## src/rtl/v810_bus_arb.sv

```systemverilog
// v810_bus_arb: shares the V810 external bus between the CPU bus controller and one
// secondary master (DMA). The CPU owns the bus by default. The DMA master gets the bus via
// the HLDRQn/HLDAKn hold handshake, keeps it for at most MAX_HOLD CE cycles, and gives it
// back only at a bus-cycle boundary.
//
// Ports:
//   CLK, RES, CE                       clock, synchronous active-high reset, clock enable
//   CPU_* (A, DO, BEn, strobes)        CPU master request side
//   CPU_DI, CPU_READYn, CPU_SZRQn      responses to CPU (READYn/SZRQn only when CPU owns)
//   CPU_HLDRQn / CPU_HLDAKn            hold request to / acknowledge from the CPU
//   DMA_REQ / DMA_GNT                  DMA bus request (level) / grant
//   DMA_* (A, DO, BEn, strobes)        DMA master request side
//   DMA_DI, DMA_READYn, DMA_SZRQn      responses to DMA (READYn/SZRQn only when DMA owns)
//   A, D_O, BEn, DAn, MRQn, RW, BCYSTn muxed external bus
//   D_I, READYn, SZRQn                 external bus responses
//   OWNER                              0 = CPU drives the bus, 1 = DMA drives the bus
module v810_bus_arb #(
    parameter int unsigned MAX_HOLD = 64,
    parameter int unsigned REARM    = 4
) (
    input  logic        CLK,
    input  logic        RES,
    input  logic        CE,
    input  logic [31:0] CPU_A,
    input  logic [31:0] CPU_DO,
    input  logic [3:0]  CPU_BEn,
    input  logic        CPU_DAn,
    input  logic        CPU_MRQn,
    input  logic        CPU_RW,
    input  logic        CPU_BCYSTn,
    output logic [31:0] CPU_DI,
    output logic        CPU_READYn,
    output logic        CPU_SZRQn,
    output logic        CPU_HLDRQn,
    input  logic        CPU_HLDAKn,
    input  logic        DMA_REQ,
    output logic        DMA_GNT,
    input  logic [31:0] DMA_A,
    input  logic [31:0] DMA_DO,
    input  logic [3:0]  DMA_BEn,
    input  logic        DMA_DAn,
    input  logic        DMA_MRQn,
    input  logic        DMA_RW,
    input  logic        DMA_BCYSTn,
    output logic [31:0] DMA_DI,
    output logic        DMA_READYn,
    output logic        DMA_SZRQn,
    output logic [31:0] A,
    output logic [31:0] D_O,
    output logic [3:0]  BEn,
    output logic        DAn,
    output logic        MRQn,
    output logic        RW,
    output logic        BCYSTn,
    input  logic [31:0] D_I,
    input  logic        READYn,
    input  logic        SZRQn,
    output logic        OWNER
);

    localparam logic [15:0] MaxHoldM1 = 16'(MAX_HOLD - 1);
    localparam logic [15:0] RearmInit = 16'(REARM);

    typedef enum logic [2:0] {
        StCpu,
        StHoldReq,
        StDma,
        StRelease,
        StReturn
    } state_e;

    state_e      state_q, state_d;
    logic        hldrqn_q, hldrqn_d;
    logic        gnt_q, gnt_d;
    logic        owner_q, owner_d;
    logic        busy_q, busy_d;
    logic [15:0] tenure_q, tenure_d;
    logic [15:0] rearm_q, rearm_d;

    logic        suppress;
    logic        bus_done;
    logic        bus_idle;

    // A DMA start strobe after the grant has been withdrawn must not reach the bus; the whole
    // bus is parked at its idle value for that cycle.
    assign suppress = owner_q & ~gnt_q & ~DMA_BCYSTn;

    always_comb begin
        A      = CPU_A;
        D_O    = CPU_DO;
        BEn    = CPU_BEn;
        DAn    = CPU_DAn;
        MRQn   = CPU_MRQn;
        RW     = CPU_RW;
        BCYSTn = CPU_BCYSTn;
        if (owner_q) begin
            if (suppress) begin
                A      = 32'h0;
                D_O    = 32'h0;
                BEn    = 4'hF;
                DAn    = 1'b1;
                MRQn   = 1'b1;
                RW     = 1'b1;
                BCYSTn = 1'b1;
            end else begin
                A      = DMA_A;
                D_O    = DMA_DO;
                BEn    = DMA_BEn;
                DAn    = DMA_DAn;
                MRQn   = DMA_MRQn;
                RW     = DMA_RW;
                BCYSTn = DMA_BCYSTn;
            end
        end
    end

    // Responses go only to the current owner; read data is broadcast.
    assign CPU_DI     = D_I;
    assign DMA_DI     = D_I;
    assign CPU_READYn = owner_q ? 1'b1 : READYn;
    assign CPU_SZRQn  = owner_q ? 1'b1 : SZRQn;
    assign DMA_READYn = owner_q ? READYn : 1'b1;
    assign DMA_SZRQn  = owner_q ? SZRQn : 1'b1;

    assign CPU_HLDRQn = hldrqn_q;
    assign DMA_GNT    = gnt_q;
    assign OWNER      = owner_q;

    assign bus_done = ~DAn & ~READYn;
    assign bus_idle = ~busy_q & BCYSTn;

    always_comb begin
        state_d  = state_q;
        hldrqn_d = hldrqn_q;
        gnt_d    = gnt_q;
        owner_d  = owner_q;
        busy_d   = busy_q;
        tenure_d = tenure_q;
        rearm_d  = rearm_q;
        if (CE) begin
            // Completion wins so a zero-wait cycle does not leave busy stuck high.
            if (bus_done) begin
                busy_d = 1'b0;
            end else if (!BCYSTn) begin
                busy_d = 1'b1;
            end

            unique case (state_q)
                StCpu: begin
                    if (rearm_q != 16'd0) begin
                        rearm_d = rearm_q - 16'd1;
                    end else if (DMA_REQ) begin
                        state_d  = StHoldReq;
                        hldrqn_d = 1'b0;
                    end
                end
                StHoldReq: begin
                    // A withdrawn request is not granted even if the CPU acknowledges now.
                    if (!DMA_REQ) begin
                        state_d  = StReturn;
                        hldrqn_d = 1'b1;
                    end else if (!CPU_HLDAKn) begin
                        state_d  = StDma;
                        gnt_d    = 1'b1;
                        owner_d  = 1'b1;
                        tenure_d = 16'd0;
                    end
                end
                StDma: begin
                    tenure_d = tenure_q + 16'd1;
                    if (!DMA_REQ || tenure_q == MaxHoldM1) begin
                        state_d = StRelease;
                        gnt_d   = 1'b0;
                    end
                end
                StRelease: begin
                    if (bus_idle) begin
                        state_d  = StReturn;
                        hldrqn_d = 1'b1;
                        owner_d  = 1'b0;
                    end
                end
                StReturn: begin
                    if (CPU_HLDAKn) begin
                        state_d = StCpu;
                        rearm_d = RearmInit;
                    end
                end
                default: begin
                    state_d  = StCpu;
                    hldrqn_d = 1'b1;
                    gnt_d    = 1'b0;
                    owner_d  = 1'b0;
                end
            endcase
        end
    end

    always_ff @(posedge CLK) begin
        if (RES) begin
            state_q  <= StCpu;
            hldrqn_q <= 1'b1;
            gnt_q    <= 1'b0;
            owner_q  <= 1'b0;
            busy_q   <= 1'b0;
            tenure_q <= 16'd0;
            rearm_q  <= 16'd0;
        end else begin
            state_q  <= state_d;
            hldrqn_q <= hldrqn_d;
            gnt_q    <= gnt_d;
            owner_q  <= owner_d;
            busy_q   <= busy_d;
            tenure_q <= tenure_d;
            rearm_q  <= rearm_d;
        end
    end

endmodule

```

## config.mk

```make
export PLATFORM = sky130hd
export DESIGN_NAME = v810_bus_arb
export DESIGN_NICKNAME = d
export VERILOG_FILES = /design/src/rtl/v810_bus_arb.sv
export SDC_FILE = /design/constraint.sdc
export NUM_CORES = 1
export LEC_CHECK = 0
export CAP_MARGIN = 20
export CORE_AREA = 2 2 126 128
export CTS_BUF_LIST = sky130_fd_sc_hd__clkbuf_8 sky130_fd_sc_hd__clkbuf_16
export DETAILED_ROUTE_END_ITERATION = 7
export DIE_AREA = 0 0 128 130
export PLACE_DENSITY_LB_ADDON = 0.2
export SETUP_SLACK_MARGIN = 0.2
export SKIP_CTS_REPAIR_TIMING = 1
export SLEW_MARGIN = 10
export SYNTH_ARGS = -nofsm -noshare
export SYNTH_HDL_FRONTEND = slang
export SYNTH_SLANG_ARGS = --single-unit
```

## constraint.sdc

```tcl
create_clock -name CLK -period 1.8 [get_ports CLK]
set_input_delay 0.18 -clock CLK [delete_from_list [all_inputs] [get_ports CLK]]
set_output_delay 0.18 -clock CLK [all_outputs]
set_load 0.05 [all_outputs]
```

==> summary.txt, run 1 <==
Worst hold path
  – Hold path endpoint: DMA_DI[14]
  – Hold_sp: D_I[14]
  – Min-Delay Path Class: primary input to output port
  – Hold depth: 0

Outcome
  – Failing checks: negative setup slack
  – Status: complete, but fails checks

Yosys
  – Mapped Area: 3630 µm²
  – Register area share after synthesis: around 21%
  – Commonest cells in the netlist: nor2_1 (102), mux2i_1 (73), buf_4 (65)
  – Syn nets: 662
  – Area contributors post-synth: dfxtp_1 (21%), mux2i_1 (20%), buf_4 (13%)
  – Synth Register Bits: 39
  – Yosys cell types: 48
  – EDFF count, synth: 0
  – Area fraction of the dominant cell type after synthesis: a little over a fifth
  – Async SR Flop Fraction: 0%
  – Synth warn: 0
  – Syn Area/Cell: 7.62 µm²
  – Cells after synthesis: 477
  – Yosys top cell by area: dfxtp_1
  – Most frequent cell after synthesis: nor2_1
  – Ys flop type: dfxtp_1

STA
  – Final Skew: 4.28 ps
  – Rel. slew slack: 65.5%
  – Hold Vio Cnt, Final: 0
  – Period utilization: 101%
  – Fmax: 553 MHz
  – Final min period: 1810 ps
  – Final max-slew violation count: 0
  – RSZ-0062 raised after global routing: true
  – Final setup fails: 8
  – Worst-Margin Slew: 517 ps
  – Post-route setup slack: -9.95 ps
  – WHS: between 300 and 400 ps

Setup path
  – Peak fanout along the critical path: 6
  – WS Path Type: flip-flop to output port
  – CP Capture Type: output port
  – Worst reg2reg path endpoint: rearm_q[12]
  – Startpoint Class: flip-flop
  – Reg2reg path depth: 6
  – R2R setup slack: 60 ps
  – Arrival time worst endpoint: roughly 1600 ps
  – Reg-to-Reg Start: rearm_q[5]
  – Data required time of the worst path: 1620 ps

Die
  – Num rows: 46
  – I/O pin count: roughly 330
  – Initial core utilization: 23.6%
  – Die X: 128 µm
  – Die Height: ~130 µm
  – Core area: 15400 µm²
  – Die ar.: 16600 µm²

Routing
  – Post-Route WL: about 17000 µm
  – Detail Route Antenna Nets: 0
  – Via count: 4268
  – Initial DRC Count: 172
  – DRT Pass-1 Iters: 4
  – Vias per inst: 4.65
  – Drt wl/cell: 18.4 µm
  – Number of remaining DRC errors: 0

Global routing
  – First-pass GRT wire length: around 22000 µm
  – Vias in the first global route: 4022
  – GR Overflow Total: 0
  – Largest net degree at the start of global routing: 33
  – GRT Resource Usage Total: 17.0%
  – Antenna violations before repair: 8

CTS
  – CTS tree: built
  – Worst-path clk slew: roughly 50 ps
  – Clock Path Buffers: 2
  – Clk_lat worst skew: approximately 290 ps
  – Clock Sinks: 39
  – Total CTS buffers: 5
  – CTS root buf: clkbuf_16
  – H-tree lvl count: 2

Final layout
  – Total Nets Final: 905
  – Area grow syn2layout: 125%
  – Share of layout cells above drive strength 1: about half
  – Final Util: 52.9%

Placement
  – DP Worst Slack: -227 ps
  – Post-detail-place hpwl: ~13000 µm
  – Port bufs: 229
  – GPL Wtd Cong: 0.776

Run
  – Max-cap violations: 0

Power
  – Pwr per Cell Area: about 860 nW/µm²
  – Static Leak: 3.11 nW
  – Maximum vdd ir drop: 966 µV
==> worst max-delay path by stage <==
stage | to | start | slack, ps
2_1_floorplan | A[7] | OWNER | -70
3_3_place_gp | rearm_q[15] | CE | -190
3_5_place_dp | rearm_q[11] | CE | -230
4_1_cts | D_O[25] | OWNER | -140
5_1_grt | D_O[31] | OWNER | -80
6_report | A[3] | OWNER | -10
==> critical path: stages (launching register included) <==
cell	delay, ps
dfxtp_4	400
inv_4	60
nor3_4	220
buf_6	150
buf_12	140
clkbuf_16	180
nor2_4	40
buf_6	160
==> sequential cells by signal, indices dropped and copies added, names as in the netlist <==
| register | flops |
|---|---|
| DMA_GNT | 1 |
| OWNER | 1 |
| tenure_q | 16 |
| state_q | 3 |
| rearm_q | 16 |
| CPU_HLDRQn | 1 |
| busy_q | 1 |
==> where the power goes <==
part	total, W	internal, W	switching [W]
clock network	0.00104	0.000689	0.000354
registers	0.00138	0.00108	0.000300
logic	0.00459	0.00235	0.00224
==> final cells by class <==
class | count | area, µm²
multi-input combinational | 342 | 3220
antenna | 4 | 10.0
sequential | 39 | 811
clock inverter | 2 | 35.0
inverter | 7 | 35.0
clock buffer | 6 | 139
tap | 192 | 240
fill | 1322 | 7260
timing repair buffer | 325 | 3680
==> metrics by stage <==
stage	TNS (ps)	power (W)	area, µm²	instances
floorplan	-361	0.00407	4380	477
detailed placement	-4790	0.00516	6670	869
global placement	-3840	0.00512	6670	869
global route	-3180	0.00748	8160	913
CTS	-3360	0.00623	6850	877
finish	-41.4	0.00701	8170	917
==> cells by family after synthesis <==
family                   synth area share, %
XOR/XNOR                                6.27
multiplexers                            20.4
buffers and inverters                   16.8
AND/OR/NAND/NOR                         28.0
flip-flops                              21.5
adder cells (fa/ha/maj)                0.688
AO/OA/AOI/OAI                           6.37
==> cells in the final DEF (no fill, tap or decap), types with 3 or more instances in the layout <==
master	Yosys	layout
buf_8	0	34
nor4_1	6	3
nor2_1	102	35
nand4_1	13	13
dfxtp_2	0	9
nand3_2	1	6
nand2_2	0	7
diode_2	0	4
inv_1	7	3
mux2i_1	73	34
o21ai_0	7	4
buf_12	0	21
buf_6	0	50
a21oi_2	0	4
o21ai_1	0	3
dfxtp_4	0	5
clkdlybuf4s50_1	0	146
xor2_1	24	23
mux2i_2	0	31
nor3_1	8	6
nor2_4	0	66
nand3_1	22	16
a21oi_1	10	6
nor4_4	1	3
buf_4	65	61
dfxtp_1	39	25
mux2i_4	0	8
clkbuf_16	0	11
nand2b_1	6	5
nand2_1	29	21
dlymetal6s2s_1	0	5
==> layer usage <==
| metal | global-route usage [%] | vias to the layer above | share of wire [%] |
|---|---|---|---|
| met5 | 0 | - | 0.24 |
| met4 | 3.23 | 6 | 0.83 |
| met3 | 10.2 | 21 | 11 |
| met2 | 27.5 | 189 | 49 |
| met1 | 19.6 | 1975 | 39 |
| li1 | - | 2077 | - |
Power figures use the tool's default switching activity.
==> run 2: changes to the inputs <==
--- a/config.mk
+++ b/config.mk
@@ -10,7 +10,7 @@
 export CTS_BUF_LIST = sky130_fd_sc_hd__clkbuf_8 sky130_fd_sc_hd__clkbuf_16
 export DETAILED_ROUTE_END_ITERATION = 7
 export DIE_AREA = 0 0 128 130
-export PLACE_DENSITY_LB_ADDON = 0.2
+export PLACE_DENSITY = 0.75
 export SETUP_SLACK_MARGIN = 0.2
 export SKIP_CTS_REPAIR_TIMING = 1
 export SLEW_MARGIN = 10
==> summary.txt, run 2 (synthesis results as in run 1) <==
Outcome
  – Status: completed

STA
  – Rel. slew slack: 76.7% (+11 points)
  – Final max-slew violation count: 0 (unchanged)
  – Final setup fails: 0 (-8)
  – Period utilization: 98.6% (-2.0 points)
  – RSZ-0062 raised after global routing: true
  – Final min period: 1770 ps (-35.3 ps)
  – Final Skew: 7.56 ps (+3.28 ps)
  – Worst-Margin Slew: 340 ps (-177 ps)
  – WHS: 293 ps (-67.4 ps)
  – Setup TNS: 0 ps (+41.4 ps)
  – Fmax: 563 MHz (+2.0%)
  – Hold Vio Cnt, Final: 0 (unchanged)

Placement
  – GPL Wtd Cong: 0.819 (+5.6%)
  – Post-detail-place hpwl: 12600 µm (-2.1%)
  – Port bufs: 229 (unchanged)

Die
  – Num rows: 46 (unchanged)
  – Die ar.: 16600 µm² (unchanged)
  – Die Height: 130 µm (unchanged)
  – Initial core utilization: 23.6% (unchanged)
  – Die X: 128 µm (unchanged)
  – I/O pin count: 326 (unchanged)
  – Core area: 15400 µm² (unchanged)

Setup path
  – CP max stage cell: dfxtp_4
  – Critical Path, Cell by Cell: buf_16, clkbuf_16, mux2i_4, nor2_4, buf_6
  – WS Path Type: flip-flop to output port
  – Crit path max-delay family: buffers and inverters
  – CP Capture Type: output port
  – Max stage delay on crit path: 380 ps (-20 ps)
  – Peak fanout along the critical path: 17 (+11)
  – Arrival time worst endpoint: 1590 ps (-40 ps)
  – Data required time of the worst path: 1620 ps (about the same)
  – Startpoint Class: flip-flop
  – CP Buf/Inv Count: 3 (-2)

Global routing
  – GR Overflow Total: 0 (unchanged)
  – Vias in the first global route: 3859 (-4.1%)
  – Largest net degree at the start of global routing: 31 (-6.1%)
  – Antenna violations before repair: 0 (-8)
  – GRT Resource Usage Total: 16.4% (-0.57 points)
  – First-pass GRT wire length: 21100 µm (-4.1%)

Routing
  – Post-Route WL: 17300 µm (+2.5%)
  – Vias per inst: 4.71 (+1.3%)
  – Drt wl/cell: 19.3 µm (+4.7%)
  – Via count: 4233 (-0.82%)
  – DRT Pass-1 Iters: 4 (unchanged)
  – Initial DRC Count: 125 (-27%)
  – Detail Route Antenna Nets: 0 (unchanged)
  – Number of remaining DRC errors: 0 (unchanged)

CTS
  – Clock Path Buffers: 2 (unchanged)
  – CTS tree: built
  – Total CTS buffers: 5 (unchanged)
  – H-tree lvl count: 2 (unchanged)
  – Clock Sinks: 39 (unchanged)
  – Worst-path clk slew: 60 ps (about the same)
  – Clk_lat worst skew: 290 ps (about the same)
  – CTS root buf: clkbuf_16

Final layout
  – # diodes: 0 (-4)
  – Biggest regs: rearm_q (16), tenure_q (16), state_q (3)
  – Area grow syn2layout: 127%
  – Share of layout cells above drive strength 1: 49.7% (+0.76 points)
  – Most common cell after layout, fill and taps aside: clkdlybuf4s50_1
  – Total Nets Final: 891 (-1.5%)
  – Most frequent cells in the layout: clkdlybuf4s50_1 (146), buf_4 (80), nor2_4 (61), mux2i_4 (46), nor2_1 (38)

Power
  – Static Leak: 3.05 nW (-2.1%)
  – Pwr per Cell Area: 843 nW/µm² (-1.8%)
  – Maximum vdd ir drop: 1200 µV (+24%)

Run
  – Max-cap violations: 0 (unchanged)

Worst hold path
  – Min-Delay Path Class: primary input to flip-flop
==> run 2: final timing paths <==
check / depth (start not counted) / startpoint / slack, ps / to
worst max-delay path: 5 / OWNER / 30 / D_O[24]
worst min-delay path: 3 / CE / 290 / OWNER
worst max register to register: 6 / rearm_q[5] / 40 / rearm_q[14]
worst min register to register: 2 / rearm_q[0] / 480 / rearm_q[0]
==> run 2: stage by stage <==
step                      util [%]  setup slack (ps)  total power, W  instances  area, µm²
final                         53.5              25.3         0.00696        898       8260
after global routing          53.5             -68.4         0.00737        898       8260
after CTS                     44.3              -113         0.00602        873       6840
after detailed placement      43.4              -215         0.00512        866       6700
after global placement        43.4              -189         0.00507        866       6700
after floorplan                  -             -68.4         0.00407        477       4380
==> run 2: layout make-up <==
cell class                      count  area (µm²)
Multi-Input combinational cell    342        3570
Clock inverter                      1        5.00
Inverter                            7        32.5
Fill cell                        1291        7170
Clock buffer                        6         139
Sequential cell                    39         806
Timing Repair Buffer              311        3460
Tap cell                          192         240
==> run 2: worst min-delay path: stages <==
cell	delay (ps)
dlymetal6s2s_1	120
buf_6	150
a221oi_1	70
==> run 2: routing by layer <==
metal	part of all wire [%]	global-route usage, %	wire length (µm)	vias up
li1	-	-	-	2044
met1	41	20.6	7180	1967
met2	49	26.9	8470	208
met3	8.6	6.85	1500	14
met4	1.1	2.97	182	0
met5	0	0	0	-
==> run 2: power by group <==
group / switching, W / internal (W)
clock network: 0.000349 / 0.000541
registers: 0.000300 / 0.00108
logic: 0.00233 / 0.00236
==> run 3: changes to the inputs <==
--- a/config.mk
+++ b/config.mk
@@ -6,11 +6,12 @@
 export NUM_CORES = 1
 export LEC_CHECK = 0
 export CAP_MARGIN = 20
-export CORE_AREA = 2 2 126 128
+export CORE_AREA = 2 2 128 130
 export CTS_BUF_LIST = sky130_fd_sc_hd__clkbuf_8 sky130_fd_sc_hd__clkbuf_16
 export DETAILED_ROUTE_END_ITERATION = 7
-export DIE_AREA = 0 0 128 130
-export PLACE_DENSITY = 0.75
+export DIE_AREA = 0 0 130 132
+export DONT_BUFFER_PORTS = 1
+export PLACE_DENSITY = 0.45
 export SETUP_SLACK_MARGIN = 0.2
 export SKIP_CTS_REPAIR_TIMING = 1
 export SLEW_MARGIN = 10
==> summary.txt, run 3 (synthesis results as in run 1) <==
Worst hold path
  – Hold path endpoint: OWNER
  – Min-Delay Path Class: primary input to flip-flop
  – Hold_sp: CE
  – Hold depth: 1 (-2)

Die
  – Die Height: 132 µm (+1.5%)
  – Core area: 15700 µm² (+1.9%)
  – Die ar.: 17200 µm² (+3.1%)
  – Initial core utilization: 23.1% (-0.43 points)
  – I/O pin count: 326 (unchanged)
  – Num rows: 46 (unchanged)
  – Die X: 130 µm (+1.6%)

Final layout
  – Most common cell after layout, fill and taps aside: nor2_4
  – Total Nets Final: 660 (-26%)
  – Share of layout cells above drive strength 1: 49.2% (-0.56 points)
  – Area grow syn2layout: 46.5%
  – Most frequent cells in the layout: nor2_4 (64), mux2i_1 (51), buf_4 (46), nor2_1 (37), dfxtp_1 (27)
  – Biggest regs: rearm_q (16), tenure_q (16), state_q (3)

Setup path
  – Reg2reg path depth: 6 (unchanged)
  – Data required time of the worst path: 1620 ps (about the same)
  – Max stage delay on crit path: 450 ps (+70 ps)
  – CP Capture Type: output port
  – CP Buf/Inv Count: 3 (unchanged)
  – Critical Path, Cell by Cell: inv_4, nor3_4, buf_12, buf_16, nor2_4
  – R2R setup slack: 90 ps (+50 ps)
  – Reg-to-Reg Start: state_q[1]
  – Startpoint Class: flip-flop
  – CP max stage cell: dfxtp_4
  – Crit path max-delay family: buffers and inverters
  – Peak fanout along the critical path: 12 (-5)
  – Arrival time worst endpoint: 1590 ps (about the same)
  – Worst reg2reg path endpoint: tenure_q[11]
  – WS Path Type: flip-flop to output port

STA
  – Worst-Margin Slew: 599 ps (+259 ps)
  – Period utilization: 98.1% (-0.48 points)
  – Final setup fails: 0 (unchanged)
  – Fmax: 566 MHz (+0.49%)
  – Final min period: 1770 ps (-8.72 ps)
  – Hold Vio Cnt, Final: 3 (+3)
  – RSZ-0062 raised after global routing: true
  – Final Skew: 10.9 ps (+3.38 ps)
  – Final max-slew violation count: 0 (unchanged)
  – WHS: -11.0 ps (-304 ps)
  – Rel. slew slack: 60.0% (-17 points)

Routing
  – Initial DRC Count: 132 (+5.6%)
  – DRT Pass-1 Iters: 4 (unchanged)
  – Vias per inst: 4.89 (+3.8%)
  – Via count: 3400 (-20%)
  – Number of remaining DRC errors: 0 (unchanged)
  – Detail Route Antenna Nets: 0 (unchanged)
  – Post-Route WL: 15300 µm (-12%)
  – Drt wl/cell: 22.0 µm (+14%)

Outcome
  – Failing checks: negative hold slack
  – Status: complete, but fails checks

Placement
  – GPL Wtd Cong: 0.779 (-4.9%)
  – Port bufs: 0 (-100%)
  – Post-detail-place hpwl: 11500 µm (-8.1%)

CTS
  – Total CTS buffers: 5 (unchanged)
  – CTS root buf: clkbuf_16
  – H-tree lvl count: 2 (unchanged)
  – Clock Sinks: 39 (unchanged)
  – Clock Path Buffers: 2 (unchanged)
  – Worst-path clk slew: 70 ps (about the same)
  – Clk_lat worst skew: 290 ps (about the same)
  – CTS tree: built

Global routing
  – First-pass GRT wire length: 19200 µm (-9.0%)
  – Antenna violations before repair: 2 (+2)
  – GR Overflow Total: 0 (unchanged)
  – Largest net degree at the start of global routing: 70 (+130%)
  – Vias in the first global route: 3164 (-18%)
  – GRT Resource Usage Total: 14.8% (-1.6 points)

Power
  – Internal: 0.00341 W (-14%)
  – Sequential Power Share: 22.5% (+2.7 points)
  – Total power: 0.00620 W (-11%)
  – Maximum vdd ir drop: 888 µV (-26%)
  – Static Leak: 1.84 nW (-40%)
  – Pwr per Cell Area: 1170 nW/µm² (+38%)
  – P_sw: 0.00279 W (-6.2%)
  – Combinational cell fraction of total power: 61.7% (-5.7 points)
  – Switching part of the total: 45.0% (+2.3 points)
  – Part of the power in the clock network: 15.8% (+3.0 points)

Run
  – Max-cap violations: 0 (unchanged)
## run 3: per-stage QoR
stage                     utilization [%]  instance area [µm²]  std cells  setup WS, ps  setup TNS [ps]
after floorplan                         -                 4380        477         -68.4            -361
after global placement               28.6                 4500        658          29.0               0
after detailed placement             28.6                 4500        658         -31.5           -75.5
after CTS                            29.7                 4660        666          -143           -3690
after global routing                 33.9                 5320        695         -62.0            -998
final                                33.9                 5320        695          34.0               0
## run 3: layer usage
layer	GRT usage, %	vias to the layer above	share of wire, %	routed length (µm)
met5	0	-	0	0
met4	2.63	0	0.71	108
met3	10.3	17	14	2120
met2	23.3	188	46	7060
met1	16.6	1614	39	5990
li1	-	1581	-	-
## run 3: cell type report
class                           count  area (µm²)
Fill cell                        1587       10400
Multi-Input combinational cell    342        3050
Timing Repair Buffer               80        1000
Sequential cell                    39         803
Tap cell                          216         270
Clock buffer                        6         150
Inverter                            7        28.8
Clock inverter                      2        13.8
Antenna cell                        3        7.51
## run 3: power by group through the flow
stage	Combinational, W	Clock (W)	Sequential [W]
6_report	0.00383	0.000981	0.00139
5_1_grt	0.00418	0.00105	0.00142
4_1_cts	0.00323	0.00101	0.00136
3_5_place_dp	0.00321	0	0.00138
3_3_place_gp	0.00320	0	0.00137
2_1_floorplan	0.00273	0	0.00134
## run 3: worst max path at each step
stage	start	end	slack (ps)	depth (start not counted)
final	OWNER	D_O[1]	30	5
after global routing	OWNER	A[7]	-60	6
after detailed placement	tenure_q[1]	state_q[0]	-30	6
after global placement	tenure_q[1]	state_q[0]	30	6
after floorplan	OWNER	A[7]	-70	5
after CTS	OWNER	D_O[9]	-140	3
